`config.mk`:
```
export PLATFORM = sky130hd
export DESIGN_NAME = regfile_multiport_bt
export DESIGN_NICKNAME = d
export VERILOG_FILES = /design/src/rtl/regfile_multiport_bt.sv
export SDC_FILE = /design/constraint.sdc
export NUM_CORES = 2
export LEC_CHECK = 0
export CORE_AREA = 2 2 246 248
export DETAILED_ROUTE_END_ITERATION = 8
export DIE_AREA = 0 0 248 250
export PLACE_DENSITY = 0.93
export SLEW_MARGIN = 20
export SYNTH_ARGS = -nofsm -noshare
export SYNTH_HDL_FRONTEND = slang
export SYNTH_SLANG_ARGS = --single-unit
```
`constraint.sdc`:
```
create_clock -name Clk -period 32.2 [get_ports Clk]
set_clock_uncertainty 0.15 [all_clocks]
set_input_delay 6.44 -clock Clk [delete_from_list [all_inputs] [get_ports Clk]]
set_output_delay 6.44 -clock Clk [all_outputs]
set_load 0.005 [all_outputs]
```
`src/rtl/regfile_multiport_bt.sv`:
```
// regfile_multiport_bt: DEPTH x WIDTH register file with three combinational
// read ports, one write port, a PC register with auto-increment and a
// load-multiple style block-transfer sequencer.
// Optional macro WRITE_BYPASS_EN: forwards same-cycle write data to the read
// ports (sequencer write first, then wr_en). Without it reads see stored state only.
module regfile_multiport_bt #(
    parameter int WIDTH   = 32,
    parameter int DEPTH   = 16,
    parameter int AW      = $clog2(DEPTH),
    parameter int PC_STEP = 4
) (
    input  logic             Clk,
    input  logic             RESET,
    input  logic [WIDTH-1:0] wr_data,
    input  logic [AW-1:0]    wr_sel,
    input  logic             wr_en,
    input  logic [AW-1:0]    rn_sel_ir,
    input  logic [AW-1:0]    rn_sel_cu,
    input  logic             ir_cu,
    input  logic [AW-1:0]    rm_sel,
    input  logic [AW-1:0]    rs_sel,
    output logic [WIDTH-1:0] rn,
    output logic [WIDTH-1:0] rm,
    output logic [WIDTH-1:0] rs,
    input  logic [WIDTH-1:0] pc_in,
    input  logic             pc_load,
    input  logic             pc_inc,
    output logic [WIDTH-1:0] pc_out,
    input  logic             bt_start,
    input  logic [DEPTH-1:0] bt_list,
    input  logic [WIDTH-1:0] bt_data,
    input  logic             bt_valid,
    output logic             bt_ready,
    output logic [AW-1:0]    bt_idx,
    output logic             bt_busy,
    output logic             bt_done
);

    typedef enum logic [1:0] {
        ST_IDLE = 2'd0,
        ST_XFER = 2'd1,
        ST_DONE = 2'd2
    } bt_state_t;

    logic [WIDTH-1:0] r_regs [DEPTH];
    logic [WIDTH-1:0] r_pc;
    bt_state_t        r_state;
    bt_state_t        w_state_nxt;
    logic [DEPTH-1:0] r_pending;
    logic [DEPTH-1:0] w_pending_nxt;
    logic [DEPTH-1:0] w_clr_mask;
    logic [AW-1:0]    w_bt_idx;
    logic             w_seq_we;
    logic [AW-1:0]    w_rn_sel;

    // Index of the lowest set bit of a register mask (0 when the mask is empty).
    function automatic logic [AW-1:0] f_lowest_set(input logic [DEPTH-1:0] mask);
        logic [AW-1:0] idx;
        idx = {AW{1'b0}};
        for (int i = DEPTH - 1; i >= 0; i--) begin
            if (mask[i]) begin
                idx = AW'(i);
            end
        end
        return idx;
    endfunction

    // Read-port data for one index, with optional same-cycle write forwarding.
    function automatic logic [WIDTH-1:0] f_read(input logic [AW-1:0] sel);
        logic [WIDTH-1:0] val;
        val = r_regs[sel];
`ifdef WRITE_BYPASS_EN
        if (w_seq_we && (sel == w_bt_idx)) begin
            val = bt_data;
        end else if (wr_en && (sel == wr_sel)) begin
            val = wr_data;
        end else begin
            val = r_regs[sel];
        end
`endif
        return val;
    endfunction

    assign w_bt_idx   = (r_state == ST_XFER) ? f_lowest_set(r_pending) : {AW{1'b0}};
    assign w_seq_we   = (r_state == ST_XFER) && bt_valid;
    assign w_clr_mask = {{(DEPTH-1){1'b0}}, 1'b1} << w_bt_idx;
    assign w_rn_sel   = ir_cu ? rn_sel_cu : rn_sel_ir;

    assign rn = f_read(w_rn_sel);
    assign rm = f_read(rm_sel);
    assign rs = f_read(rs_sel);

    assign pc_out   = r_pc;
    assign bt_idx   = w_bt_idx;
    assign bt_ready = (r_state == ST_XFER);
    assign bt_busy  = (r_state == ST_XFER) || (r_state == ST_DONE);
    assign bt_done  = (r_state == ST_DONE);

    // Register array update: the sequencer write wins over wr_en on the same index.
    always_ff @(posedge Clk or posedge RESET) begin
        if (RESET) begin
            for (int i = 0; i < DEPTH; i++) begin
                r_regs[i] <= {WIDTH{1'b0}};
            end
        end else begin
            for (int i = 0; i < DEPTH; i++) begin
                if (w_seq_we && (w_bt_idx == AW'(i))) begin
                    r_regs[i] <= bt_data;
                end else if (wr_en && (wr_sel == AW'(i))) begin
                    r_regs[i] <= wr_data;
                end else begin
                    r_regs[i] <= r_regs[i];
                end
            end
        end
    end

    // PC register: load beats increment; increment wraps modulo 2^WIDTH.
    always_ff @(posedge Clk or posedge RESET) begin
        if (RESET) begin
            r_pc <= {WIDTH{1'b0}};
        end else if (pc_load) begin
            r_pc <= pc_in;
        end else if (pc_inc) begin
            r_pc <= r_pc + WIDTH'(PC_STEP);
        end else begin
            r_pc <= r_pc;
        end
    end

    // Sequencer state and pending-mask registers.
    always_ff @(posedge Clk or posedge RESET) begin
        if (RESET) begin
            r_state   <= ST_IDLE;
            r_pending <= {DEPTH{1'b0}};
        end else begin
            r_state   <= w_state_nxt;
            r_pending <= w_pending_nxt;
        end
    end

    // Sequencer next-state: latch mask on start, retire one register per accepted word.
    always_comb begin
        w_state_nxt   = r_state;
        w_pending_nxt = r_pending;
        case (r_state)
            ST_IDLE: begin
                if (bt_start) begin
                    if (bt_list != {DEPTH{1'b0}}) begin
                        w_state_nxt   = ST_XFER;
                        w_pending_nxt = bt_list;
                    end else begin
                        w_state_nxt   = ST_DONE;
                        w_pending_nxt = {DEPTH{1'b0}};
                    end
                end else begin
                    w_state_nxt = ST_IDLE;
                end
            end
            ST_XFER: begin
                if (w_seq_we) begin
                    w_pending_nxt = r_pending & ~w_clr_mask;
                    if ((r_pending & ~w_clr_mask) == {DEPTH{1'b0}}) begin
                        w_state_nxt = ST_DONE;
                    end else begin
                        w_state_nxt = ST_XFER;
                    end
                end else begin
                    w_state_nxt = ST_XFER;
                end
            end
            ST_DONE: begin
                w_state_nxt   = ST_IDLE;
                w_pending_nxt = {DEPTH{1'b0}};
            end
            default: begin
                w_state_nxt   = ST_IDLE;
                w_pending_nxt = {DEPTH{1'b0}};
            end
        endcase
    end

endmodule

```
* Word level (Yosys, flattened, before mapping)
Index checks and enable logic that the tools add are counted.
W data, S select, Z words.
** Word-level totals
- Flip-flop bits (word level) :: 562
- Input port bits :: 140
- Output and inout port bits :: 135
- Word-level logic and storage cells :: 190
** Operators by class
- Add/subtract/negate cells :: 1
- $lt $le $gt $ge :: 3
- Equality and inequality tests :: 34
- Shifts and indexed selects :: 1
- Multiplexer cells :: 70
- Bitwise logic cells :: 5
- Reductions and logical operators :: 57
** Operator list (number)
- $mux W32 :: 40
- $bmux W32 S4 :: 3
- $mux W4 :: 18
- $eq A4 B4 Y1 const B :: 16
- $mux W16 :: 3
- $reduce_bool A2 Y1 :: 17
- $logic_and A1 B1 Y1 :: 33
- $add A32 B3 Y32 const B :: 1
- $eq A4 B3 Y1 const B :: 8
- $pmux W16 S2 :: 1
- $and A16 B16 Y16 :: 1
- $eq A4 B2 Y1 const B :: 4
- $logic_not A16 Y1 :: 1
- $not A16 Y16 :: 1
- $reduce_bool A16 Y1 :: 1
- $shl A1 B4 Y16 const A :: 1
- $ge A5 B5 Y1 const B :: 3
- $not A4 Y5 :: 3
- $eq A4 B1 Y1 const B :: 2
- $logic_not A4 Y1 :: 2
- $mux W2 :: 4
- $pmux W2 S2 :: 1
- $eq A2 B1 Y1 const B :: 1
- $eq A2 B2 Y1 const B :: 1
- other kinds (5) :: 5

* Logic depth before layout (Yosys ltp)
- Depth after elaboration :: 24
- Mapped depth :: 12
- Gate-level depth less buffers :: 9

* Worst setup path after synthesis
No wires, ideal clock.
- Kind :: input to output
- Start :: input port rm_sel[1]
- End :: output port rm[10]
- Arrival time :: 8.512 ns
- Data required time :: 25.610 ns
- Slack :: 17.098 ns
- Stages :: 4
- Buffers on the path :: 2
- Cell sequence :: clkbuf_1 -> buf_1 -> mux4_2 -> mux4_2
** Between the ends
- Cells in the longest elaborated chain, start to end :: 4
** RTL lines
- from (decl) :: line 20 : input logic [AW-1:0] rm_sel,
- $not A4 Y5 (implied by the code) :: line 71 : val = r_regs[sel];
- $bmux W32 S4 :: line 71
- $mux W32 (implied by the code) (2 in a row) :: line 71
- to (decl) :: line 23 : output logic [WIDTH-1:0] rm,
Every way passes these cells. The select of a mux whose other input is x is not followed.

* Final worst setup path
- Start :: input port ir_cu
- End :: output port rn[22]
** Between the ends
- Cells in the longest elaborated chain, start to end :: 5
** RTL lines
- from (decl) :: line 19 : input logic ir_cu,
- $mux W4 :: line 87 : assign w_rn_sel = ir_cu ? rn_sel_cu : rn_sel_ir;
- $not A4 Y5 (implied by the code) :: line 71
- $bmux W32 S4 :: line 71
- $mux W32 (implied by the code) (2 in a row) :: line 71
- to (decl) :: line 22 : output logic [WIDTH-1:0] rn,
Every way passes these cells. The select of a mux whose other input is x is not followed.

==> impl_metrics.py <==
metrics = {
    "setup_path": {
        "ff2ff_setup_slack_ns": 27.93,
        "worstPathArrival_ns": 11.79,
        "ff2ff_path_depth": 9,
        "reg2reg_to": "r_regs[36]",
        "crit_fanout": 47,
        "worst_ep_required_time_ns": 25.61,
        "crit_path_start": "ir_cu",
        "end_kind": "primary output",
        "r2r_startpoint": "r_state[1]",
        "end_point_of_the_critical_path": "rn[22]",
        "timing_worst_setup_path_type": "in -> out",
        "start_kind": "input pin",
    },
    "placement": {
        "portBuffers": 274,
        "dp_cells": 4156,
        "detailedPlacementHpwl_mm": 70.4,
        "globalplace.congestion": 0.924,
    },
    "worst_hold_path": {
        "min_path_type": "reg -> reg",
    },
    "sta": {
        "fin_tns_setup_ns": 0,
        "min_period_ns": 18.38,
        "worst-slew-pin-transition_ns": 1.21,
        "drv_slew": 0,
        "final.period_utilization_pct": 57.1,
        "relSlewSlack_pct": 19.1,
        "rsz0062_at_grt": "no",
        "report.final.hold_viol_count": 0,
        "setup-violations-final": 0,
        "timing.fmax_ghz": 0.0544,
    },
    "logic_synthesis": {
        "synth_seq_cells": 562,
        "async_flop_share_pct": 100,
        "ys_top_cells_by_area": "dfrtp_1, mux4_2, mux2i_1, a21oi_1, nor2_1",
        "synth_largest_area_cell": "dfrtp_1",
        "yosys_warnings": 0,
        "syn_nets": 3583,
        "avgSynthCellArea_sq_um": 11.1,
        "syn_area_sq_um": 38200,
        "number_of_cells_produced_by_synthesis": 3439,
        "yosys.cell_types.count": 61,
        "synth_enable_flop_cells": 0,
        "ys_seq_area_share_pct": 36.8,
        "synth_largest_type_area_fraction_pct": 36.8,
        "synth_flop_cell": "dfrtp_1",
    },
    "floorplanning": {
        "row_count": 90,
        "die-height_um": 250,
        "die-area_sq_um": 62000,
        "die-width_um": 248,
        "coreArea_sq_um": 59600,
        "initial_utilization_pct": 64.2,
        "io-pin-count": 275,
    },
    "finish": {
        "post-route-util_pct": 72.6,
        "nFillCells": 3614,
        "final_layout_size_suffix_gt1_share_pct": 19.0,
        "layout_commonest_cell": "dfrtp_1",
        "final_cell_mix": "dfrtp_1, mux2i_1, mux4_2",
        "non_filler_instances": 4280,
        "num-nets-final": 3581,
        "flow.area_growth_from_synthesis_pct": 13.2,
    },
    "clock_network": {
        "ctsLongestPathBuffers": 3,
        "worst_setup_hold_path_clk_slew_ns": 0.06,
        "clock_insertion_delay_worst_skew_ns": 0.66,
        "cts.root.buffer_cell": "clkbuf_16",
        "cts.repair_timing.setup_buffer_count": 0,
        "cts.sinks": 562,
        "htree_levels": 2,
        "postCtsResizedCells": 0,
        "holdBufCountCts": 0,
        "tritoncts_clock_tree": "done",
        "cts_buffers": 59,
    },
    "global_routing": {
        "grt_overflow_total": 0,
        "grt_pass1_vias": 34800,
        "grt_start_max_net_pins": 165,
        "wire_length_of_the_first_global_routing_pass_mm": 205,
        "grt_antenna_before_repair": 13,
        "globalRouteTotalUtil_pct": 44.3,
    },
    "detailed_routing": {
        "remaining_drc_errors": 0,
        "detailedRoute.firstIterationViolations": 6277,
        "drt_wl_total_mm": 136,
        "wl_per_cell_um": 31.8,
        "viasPerCell": 7.92,
        "route.vias.total": 33900,
        "drt_first_pass_iters": 8,
        "detail-route-antenna-nets": 0,
    },
    "run": {
        "max_cap_viol_count": 0,
    },
    "power_and_ir_drop": {
        "power_report.internal_total_w": 0.00243,
        "total_power_consumption_w": 0.00401,
        "seq_power_share_pct": 36.4,
        "proportion_of_power_drawn_by_the_clock_network_pct": 19.0,
        "comb_power_share_pct": 44.6,
        "power.net_switching_w": 0.00158,
        "power_density_nw_per_um2": 92.7,
        "static-leakage-power_nw": 17.2,
        "netSwitchingFraction_pct": 39.4,
        "vdd.ir_drop.worst_v": 0.0000830,
    },
    "outcome": {
        "outcome": "finished, final reports clean",
    },
}
[registers in the layout, summed over array words and instances (netlist names)]
name       flops
r_pending     16
r_state        2
pc_out        32
r_regs       512
[final cells by class]
class / instances / area, sq um / share of cell area (%)
multi-input combinational: 2479 / 22900 / 52.9
sequential: 562 / 14100 / 32.5
timing repair buffer: 323 / 3160 / 7.31
clock buffer: 73 / 1630 / 3.76
tap: 782 / 978 / 2.26
clock inverter: 38 / 488 / 1.13
inverter: 12 / 52.6 / 0.121
antenna: 11 / 27.5 / 0.0636
[synth_stat cells, drive strengths merged, types with 8 or more instances]
cell / n
nand4: 11
nand2: 265
buf: 115
clkbuf: 271
mux4: 448
nor4: 11
nand2b: 13
nand3: 17
inv: 12
xnor2: 8
a22o: 13
a31oi: 34
o21ai: 172
or3: 8
mux2i: 517
a211oi: 33
a21oi: 396
dfrtp: 562
and2: 34
xor2: 21
nor2: 418
[power groups by stage]
stage,Clock (W),Sequential (W),Combinational [W]
final,0.000760,0.00146,0.00179
after global placement,0,0.00136,0.00161
after floorplan,0,0.00127,0.00122
after CTS,0.000756,0.00142,0.00174
after global routing,0.000788,0.00148,0.00188
after detailed placement,0,0.00141,0.00170
[worst min-delay path by stage]
stage / from / to / slack (ns) / cells past startpoint
final: pc_out[0] / pc_out[0] / 0.43 / 1
after global routing: pc_out[0] / pc_out[0] / 0.45 / 1
after CTS: pc_out[0] / pc_out[0] / 0.45 / 1
after detailed placement: r_pending[14] / r_pending[14] / 0.43 / 1
after global placement: pc_out[1] / pc_out[1] / 0.40 / 1
after floorplan: pc_out[0] / pc_out[0] / 0.36 / 1
[logic make-up after synthesis]
| group | synth area share [%] |
|---|---|
| compound gates | 9.63 |
| flops | 36.8 |
| simple gates | 8.78 |
| fa+ha+maj | 0.131 |
| xor+xnor | 0.664 |
| mux | 40.0 |
| buf+inv | 4.02 |
[critical path, stage by stage]
cell             delay [ns]
clkdlybuf4s50_1        0.79
mux2i_4                0.31
buf_4                  0.65
buf_4                  0.88
buf_4                  0.88
mux4_2                 0.62
and2_1                 0.21
a211oi_1               0.27
a31oi_1                0.13
clkdlybuf4s50_1        0.54
[per-stage QoR]
step                      hold WS, ns  setup slack [ns]  cell area (sq um)
final                           0.428             13.82              43300
after global routing            0.451             13.43              43300
after CTS                       0.446             13.78              43200
after detailed placement        0.426             13.78              41100
after global placement          0.401             13.88              41100
after floorplan                 0.355              9.89              38200
[routing by layer]
layer	vias to the layer above	track usage [%]	share of wire, %
met4	6	31.4	9.0
met5	-	0.477	0.026
met1	16100	53.5	30
met2	3728	62.9	43
li1	12800	-	-
met3	1209	20.1	17
Power figures use the tool's default switching activity.
